### src/rtl/conv_ctrl.sv
// conv_ctrl: weight-load and frame-stream sequencer for the 5x5 convolution datapath.
// Tags each accepted pixel with window validity and delays the tag to line up with oPsum.
module conv_ctrl #(
  parameter int IMG_W  = 32,
  parameter int IMG_H  = 32,
  parameter int DP_LAT = 133
) (
  input  logic       iCLK,
  input  logic       iRST,
  input  logic       iStart,
  input  logic       iSkipW,
  input  logic       iAbort,
  input  logic       iWgtValid,
  input  logic [7:0] iWgt,
  output logic       oWgtReady,
  input  logic       iPixValid,
  input  logic [7:0] iPix,
  output logic       oPixReady,
  output logic       oWren,
  output logic [7:0] oWeight,
  output logic [4:0] oADDR,
  output logic [7:0] oX,
  output logic       oValid,
  output logic       oBusy,
  output logic       oDone,
  output logic       oErr
);

  localparam logic [2:0] S_IDLE   = 3'd0;
  localparam logic [2:0] S_LOADW  = 3'd1;
  localparam logic [2:0] S_STREAM = 3'd2;
  localparam logic [2:0] S_FLUSH  = 3'd3;
  localparam logic [2:0] S_DONE   = 3'd4;

  localparam int CW = $clog2(IMG_W);
  localparam int RW = $clog2(IMG_H);
  localparam int FW = (DP_LAT > 1) ? $clog2(DP_LAT) : 1;

  localparam logic [CW-1:0] COL_LAST   = CW'(IMG_W - 1);
  localparam logic [RW-1:0] ROW_LAST   = RW'(IMG_H - 1);
  localparam logic [CW-1:0] COL_WIN    = CW'(4);
  localparam logic [RW-1:0] ROW_WIN    = RW'(4);
  localparam logic [FW-1:0] FLUSH_LAST = FW'(DP_LAT - 1);
  localparam logic [4:0]    WGT_LAST   = 5'd24;

  logic [2:0]    r_state;
  logic [4:0]    r_wcnt;
  logic [CW-1:0] r_col;
  logic [RW-1:0] r_row;
  logic [FW-1:0] r_fcnt;
  logic          r_wgt_loaded;
  logic [DP_LAT:0] r_pipe;
  logic          r_wren;
  logic [7:0]    r_weight;
  logic [4:0]    r_addr;
  logic [7:0]    r_x;
  logic          r_busy;
  logic          r_done;
  logic          r_err;

  logic [2:0] w_next;
  logic       w_start_ok;
  logic       w_wgt_acc;
  logic       w_pix_acc;
  logic       w_underrun;
  logic       w_last_pix;
  logic       w_tag;

  assign w_start_ok = (r_state == S_IDLE) && iStart && !iAbort;
  assign w_wgt_acc  = (r_state == S_LOADW) && iWgtValid && !iAbort;
  assign w_pix_acc  = (r_state == S_STREAM) && iPixValid && !iAbort;
  assign w_underrun = (r_state == S_STREAM) && !iPixValid && !iAbort;
  assign w_last_pix = w_pix_acc && (r_col == COL_LAST) && (r_row == ROW_LAST);
  assign w_tag      = w_pix_acc && (r_row >= ROW_WIN) && (r_col >= COL_WIN);

  // Next-state decode; abort overrides every transition.
  always_comb begin
    w_next = r_state;
    if (iAbort) begin
      w_next = S_IDLE;
    end else begin
      case (r_state)
        S_IDLE: begin
          if (iStart && iSkipW && r_wgt_loaded) w_next = S_STREAM;
          else if (iStart)                      w_next = S_LOADW;
          else                                  w_next = S_IDLE;
        end
        S_LOADW: begin
          if (w_wgt_acc && (r_wcnt == WGT_LAST)) w_next = S_STREAM;
          else                                   w_next = S_LOADW;
        end
        S_STREAM: begin
          if (!iPixValid)      w_next = S_IDLE;
          else if (w_last_pix) w_next = S_FLUSH;
          else                 w_next = S_STREAM;
        end
        S_FLUSH: begin
          if (r_fcnt == FLUSH_LAST) w_next = S_FLUSH + 3'd1;
          else                      w_next = S_FLUSH;
        end
        S_DONE:  w_next = S_IDLE;
        default: w_next = S_IDLE;
      endcase
    end
  end

  // State and registered datapath-facing outputs.
  always_ff @(posedge iCLK or posedge iRST) begin
    if (iRST) begin
      r_state  <= S_IDLE;
      r_busy   <= 1'b0;
      r_done   <= 1'b0;
      r_wren   <= 1'b0;
      r_addr   <= 5'd0;
      r_weight <= 8'd0;
      r_x      <= 8'd0;
      r_pipe   <= '0;
    end else begin
      r_state <= w_next;
      r_busy  <= (w_next != S_IDLE);
      r_done  <= (w_next == S_DONE);
      r_wren  <= w_wgt_acc;
      if (w_wgt_acc) begin
        r_addr   <= r_wcnt;
        r_weight <= iWgt;
      end
      r_x <= w_pix_acc ? iPix : 8'd0;
      // A broken frame must never emit a late oValid, so the tag pipe is wiped.
      if (iAbort || w_underrun) r_pipe <= '0;
      else                      r_pipe <= {r_pipe[DP_LAT-1:0], w_tag};
    end
  end

  // Weight, pixel and flush counters plus the sticky status bits.
  always_ff @(posedge iCLK or posedge iRST) begin
    if (iRST) begin
      r_wcnt       <= 5'd0;
      r_col        <= '0;
      r_row        <= '0;
      r_fcnt       <= '0;
      r_wgt_loaded <= 1'b0;
      r_err        <= 1'b0;
    end else begin
      if (iAbort || w_start_ok) r_wcnt <= 5'd0;
      else if (w_wgt_acc)       r_wcnt <= r_wcnt + 5'd1;

      if (w_pix_acc && !w_last_pix) begin
        if (r_col == COL_LAST) begin
          r_col <= '0;
          r_row <= r_row + RW'(1);
        end else begin
          r_col <= r_col + CW'(1);
        end
      end else begin
        r_col <= '0;
        r_row <= '0;
      end

      if ((r_state == S_FLUSH) && !iAbort) r_fcnt <= r_fcnt + FW'(1);
      else                                 r_fcnt <= '0;

      // Partially overwritten weights cannot be reused.
      if (iAbort && (r_state == S_LOADW))
        r_wgt_loaded <= 1'b0;
      else if (w_start_ok && (w_next == S_LOADW))
        r_wgt_loaded <= 1'b0;
      else if (w_wgt_acc && (r_wcnt == WGT_LAST))
        r_wgt_loaded <= 1'b1;

      if (w_underrun)      r_err <= 1'b1;
      else if (w_start_ok) r_err <= 1'b0;
    end
  end

  assign oWgtReady = (r_state == S_LOADW);
  assign oPixReady = (r_state == S_STREAM);
  assign oWren     = r_wren;
  assign oWeight   = r_weight;
  assign oADDR     = r_addr;
  assign oX        = r_x;
  assign oValid    = r_pipe[DP_LAT];
  assign oBusy     = r_busy;
  assign oDone     = r_done;
  assign oErr      = r_err;

endmodule
### config.mk
export PLATFORM = sky130hd
export DESIGN_NAME = conv_ctrl
export DESIGN_NICKNAME = d
export VERILOG_FILES = /design/src/rtl/conv_ctrl.sv
export SDC_FILE = /design/constraint.sdc
export NUM_CORES = 1
export LEC_CHECK = 0
export ABC_CLOCK_PERIOD_IN_PS = 14200
export CAP_MARGIN = 20
export CORE_MARGIN = 2
export CORE_UTILIZATION = 30
export CTS_CLUSTER_DIAMETER = 60
export CTS_CLUSTER_SIZE = 40
export DETAILED_ROUTE_END_ITERATION = 10
export GPL_TIMING_DRIVEN = 1
export PLACE_DENSITY = 0.47
export SLEW_MARGIN = 25
export SYNTH_ARGS = -nofsm -noshare
export SYNTH_HDL_FRONTEND = slang
export SYNTH_SLANG_ARGS = --single-unit
### constraint.sdc
create_clock -name iCLK -period 14.2 [get_ports iCLK]
set_input_delay 1.42 -clock iCLK [delete_from_list [all_inputs] [get_ports iCLK]]
set_output_delay 1.42 -clock iCLK [all_outputs]
set_load 0.05 [all_outputs]
# Word-level counts from Yosys, hierarchy flattened
# Cells that the tools add are included.
dict set report word_totals {
  reg_bits 186
  latchBits 0
  mem_bits_rw 0
  rom_bits 0
  input_bits 23
  output_inout_bits 28
  wordCells 81
  memories 0
}
dict set report op_classes {
  n_addsub 4
  n_mul 0
  n_div 0
  n_lt_le_gt_ge 2
  n_eq_ne 10
  n_shift 0
  muxes 22
  bitwise_logic 0
  n_reduce_logical 29
}
# operator count
set op_table {}
lappend op_table {{134-bit two-way mux} 1}
lappend op_table {{5-bit two-way mux} 6}
lappend op_table {{1-bit logical AND} 19}
lappend op_table {{8-bit two-way mux} 2}
lappend op_table {{5-bit by 1-bit adder with 5-bit output, second input constant} 3}
lappend op_table {{5-bit equality test, second input constant} 3}
lappend op_table {{3-bit case mux with 4 select lines} 1}
lappend op_table {{5-bit by 3-bit >= comparator with 1-bit output, second input constant} 2}
lappend op_table {{8-bit by 1-bit adder with 8-bit output, second input constant} 1}
lappend op_table {{8-bit equality test, second input constant} 1}
lappend op_table {{1-bit two-way mux} 7}
lappend op_table {{3-bit by 1-bit equality test with 1-bit output, second input constant} 2}
lappend op_table {{3-bit by 2-bit equality test with 1-bit output, second input constant} 2}
lappend op_table {{2-bit two-way mux} 3}
lappend op_table {{3-bit two-way mux} 2}
lappend op_table {{3-bit nonzero test} 2}
lappend op_table {{2-bit nonzero test} 2}
lappend op_table {{3-bit equality test, second input constant} 1}
lappend op_table {{1-bit zero test} 3}
lappend op_table {{3-bit zero test} 1}
lappend op_table {{1-bit logical OR} 2}
lappend op_table {{2-bit inequality test, second input constant} 1}

# Longest topological paths before layout
dict set report depth {
  word_depth 13
  ltp_mapped 7
}

# Least setup slack after synthesis
# Ideal clock, no wire load.
dict set report synth_path {
  path_type {register to output}
  from {register r_state[0]}
  to {output port oWgtReady}
  t_arrival_ps 1903
  required_time_ps 12780
  path_slack_ps 10877
  stages_incl_launch_ff 3
  path_buffers 1
  cell_sequence {dfrtp_1 buf_2 nor3b_1}
}
dict set report synth_via {
  elab_chain_len 1
}
# item line
set synth_lines {}
lappend synth_lines {{from (decl)} 46} ;# logic [2:0] r_state;
lappend synth_lines {{from (signal assigned)} 119} ;# r_state <= w_next;
lappend synth_lines {{3-bit by 1-bit equality test with 1-bit output} 175} ;# assign oWgtReady = (r_state == S_LOADW);
lappend synth_lines {{to (decl)} 15} ;# output logic oWgtReady,
# Every way passes these cells.

# Final worst setup path
# Ends and elaborated chain as after synthesis.

==> out/metrics.cfg <==
[run_status]
outcome=completed

[logic_synthesis]
synthArstFlopShare_pct=100
synth_xor_area_share_pct=1.57
netlist_instances=489
synth_compound_gate_area_share_pct=1.83
synthesis.nets=522
yosysTopAreaCell=dfrtp_1
syn_area_um2=6710
ys.flop_type=dfrtp_1
synth_edf_count=0
synth-adder-area-share_pct=1.87
synth_top_area_share_pct=69.4
yosys_register_bits=186
yosys.area_share.simple_pct=19.9
synth_cell_types=41
synth_area_leaders=dfrtp_1 (69%), and2_1 (13%), ha_1 (1.9%), buf_6 (1.8%), mux2_2 (1.5%)
avgSynthCellArea_um2=13.7
synth_warnings=0
synth_top_family_by_area=simple AND/OR/NAND/NOR gates
muxShareOfSynthArea_pct=2.18
yosysSeqAreaShare_pct=69.4

[grt]
grt_max_degree=134
antenna_found_initial=0
grt_util_met3_pct=3.27
grt_use_met1_pct=13.7
grt_pass1_vias=3663
grt_busiest_layer=met1
grt_pass1_wl_um=18300
grtUsageTotal_pct=9.51
grt-ovfl-total=0
globalRouteMet2Util_pct=13.2

[finish]
stdcell_area_um2=8060
fillCellCount=2138
area_delta_synth_final_pct=20.2
nNetsFinal=574
antenna-diode-count=0
drive_gt1_share_pct=9.57

[clock_tree]
cts_tree=yes
htreeDepth=4
clk_path_buf_depth=2
post_cts_buffers=0
numClockSinks=186
clk_pin_slew_worst_paths_ps=70
insertion_delay_ps=420
cts_buffers=17
root_buffer=clkbuf_16
cts_repair_resize_count=0
cts_hold_buf=0

[die]
fp.dieW_um=154
rows=54
dieArea_um2=23600
io_pins=51
core_region_area_um2=21900
die_h_um=154
start_util_pct=30.6

[timing]
final.setup.tns_ps=0
holdWs_ps=445
finalSetupViolCount=0
finalMaxSlewViolations=0
fmax_ghz=0.263
finalHoldViolCount=0
fin_crit_ps=3800
tightest_slew_ps=886
rsz0062_at_grt=no
fin_crit_sh_pct=26.8
max_slew_margin_pct=40.9
clock_skew_ps=6.03

[worst_setup_path]
worstPathCellList=nor3b_1, clkdlybuf4s50_1
crit_type=reg -> out
cp.required_ps=12780
crit_fanout=12
crit_path_top_delay_cell=clkdlybuf4s50_1
max_stage_delay_ps=890
startpoint_type=flop
path_delay_family=buffers and inverters
cp.buffers_inverters=1
worstSetupEndpointType=primary output
cp_data_arrival_time_ps=2380

[detailed_routing]
vias=3485
totalWireLength_um=10400
remaining_drc_errors=0
drt_iter0_markers=251
viasPerCell=4.18
drt_pass1_iterations=4
ant_nets=0
route.detailed.wl_per_inst_um=12.5

[placement]
dpl.hpwl_um=5740
dpl_cell_area_um2=7420
place_congestion=0.763
portBuffers=50

[power_and_ir_drop]
leakage_nw=3.92
power_density_nw_per_um2=136
ir_drop_v=0.0000865

[worst_hold_path]
hp-class=reg -> reg

[run]
maxCapViolCount=0

cells by family after synthesis:
kind of cell	Yosys count
and+or+nand+nor	215
DFF	186
buffers and inverters	35
AOI/OAI and AO/OA	19
xor gates and xnor gates	12
muxes	12
adders and majority gates	10
per-layer routing:
layer	share of wire (%)	routed length (µm)
met1	51	5310
met2	44	4590
met4	1.5	151
met5	0	0
met3	3.4	355
flip-flops by register name (all words and copies together), names as in the netlist:
name / count
oWeight: 8
r_wgt_loaded: 1
oX: 8
oBusy: 1
oADDR: 5
r_col: 5
r_pipe: 134
r_wcnt: 5
r_fcnt: 8
oErr: 1
r_row: 5
r_state: 3
oDone: 1
oWren: 1
worst reg2reg max path, delay by kind of cell, from the launching register on:
family	cells	cell delay, ps
AOI/OAI and AO/OA	3	790
adders and majority gates	1	130
buffers and inverters	1	80
and+or+nand+nor	1	490
DFF	1	430
path summary, 6_finish.rpt:
kind	start	end	slack (ps)	cells past startpoint
worst max-delay path	r_state[0]$_DFF_PP0_	oWgtReady	10400	2
worst min-delay path	r_pipe[51]$_DFF_PP0_	r_pipe[52]$_DFF_PP0_	450	1
worst max register to register	r_fcnt[0]$_DFF_PP0_	oBusy$_DFF_PP0_	12140	6
worst min register to register	r_pipe[51]$_DFF_PP0_	r_pipe[52]$_DFF_PP0_	450	1
max in group asynchronous	iRST	r_pipe[54]$_DFF_PP0_	11010	5
min in group asynchronous	iRST	r_pipe[97]$_DFF_PP0_	1360	2
layout make-up:
class	count	area, µm²	share of cell area (%)
Clock buffer	20	447	5.54
Clock inverter	12	163	2.02
Inverter	14	57.6	0.714
Multi-Input combinational cell	268	1840	22.8
Sequential cell	186	4650	57.7
Tap cell	280	350	4.35
Timing Repair Buffer	54	554	6.87
per-stage QoR:
stage / setup slack, ps / utilization [%] / std cells / total power [mW]
finish: 10400 / 36.8 / 834 / 1.10
global route: 10220 / 36.8 / 834 / 1.15
CTS: 10350 / 36.7 / 833 / 1.12
detailed placement: 10150 / 33.9 / 801 / 0.623
global placement: 10200 / 33.9 / 801 / 0.621
floorplan: 7720 / - / 489 / 0.598
Yosys cell counts, drive strengths merged, types with 3 or more instances:
cell type  count
buf           13
and2         144
o21ai          6
a21oi          3
clkbuf         8
nand3         10
xnor2          3
nand2          6
dfrtp        186
nor2          19
nor3           7
inv           14
nand2b         3
ha            10
xor2           9
nor3b          4
mux2          12
and3           8
power by group:
part           leakage (nW)  switching (mW)  total (mW)  internal, mW
logic                  1.05          0.0466      0.0713        0.0247
clock network         0.286           0.202       0.487         0.284
registers              2.58         0.00434       0.541         0.536
layout by cell type (no fill, tap or decap), types with 7 or more instances in the layout:
cell type / netlist / final
nor3_1: 7 / 7
nand3_1: 10 / 10
clkbuf_16: 0 / 17
xor2_1: 9 / 9
dfrtp_1: 186 / 186
nor2_1: 19 / 19
mux2_2: 9 / 9
ha_1: 10 / 10
and2_1: 144 / 144
clkdlybuf4s50_1: 0 / 50
and3_1: 8 / 8
inv_1: 14 / 13
No activity file was read; power rests on OpenSTA's default activity.
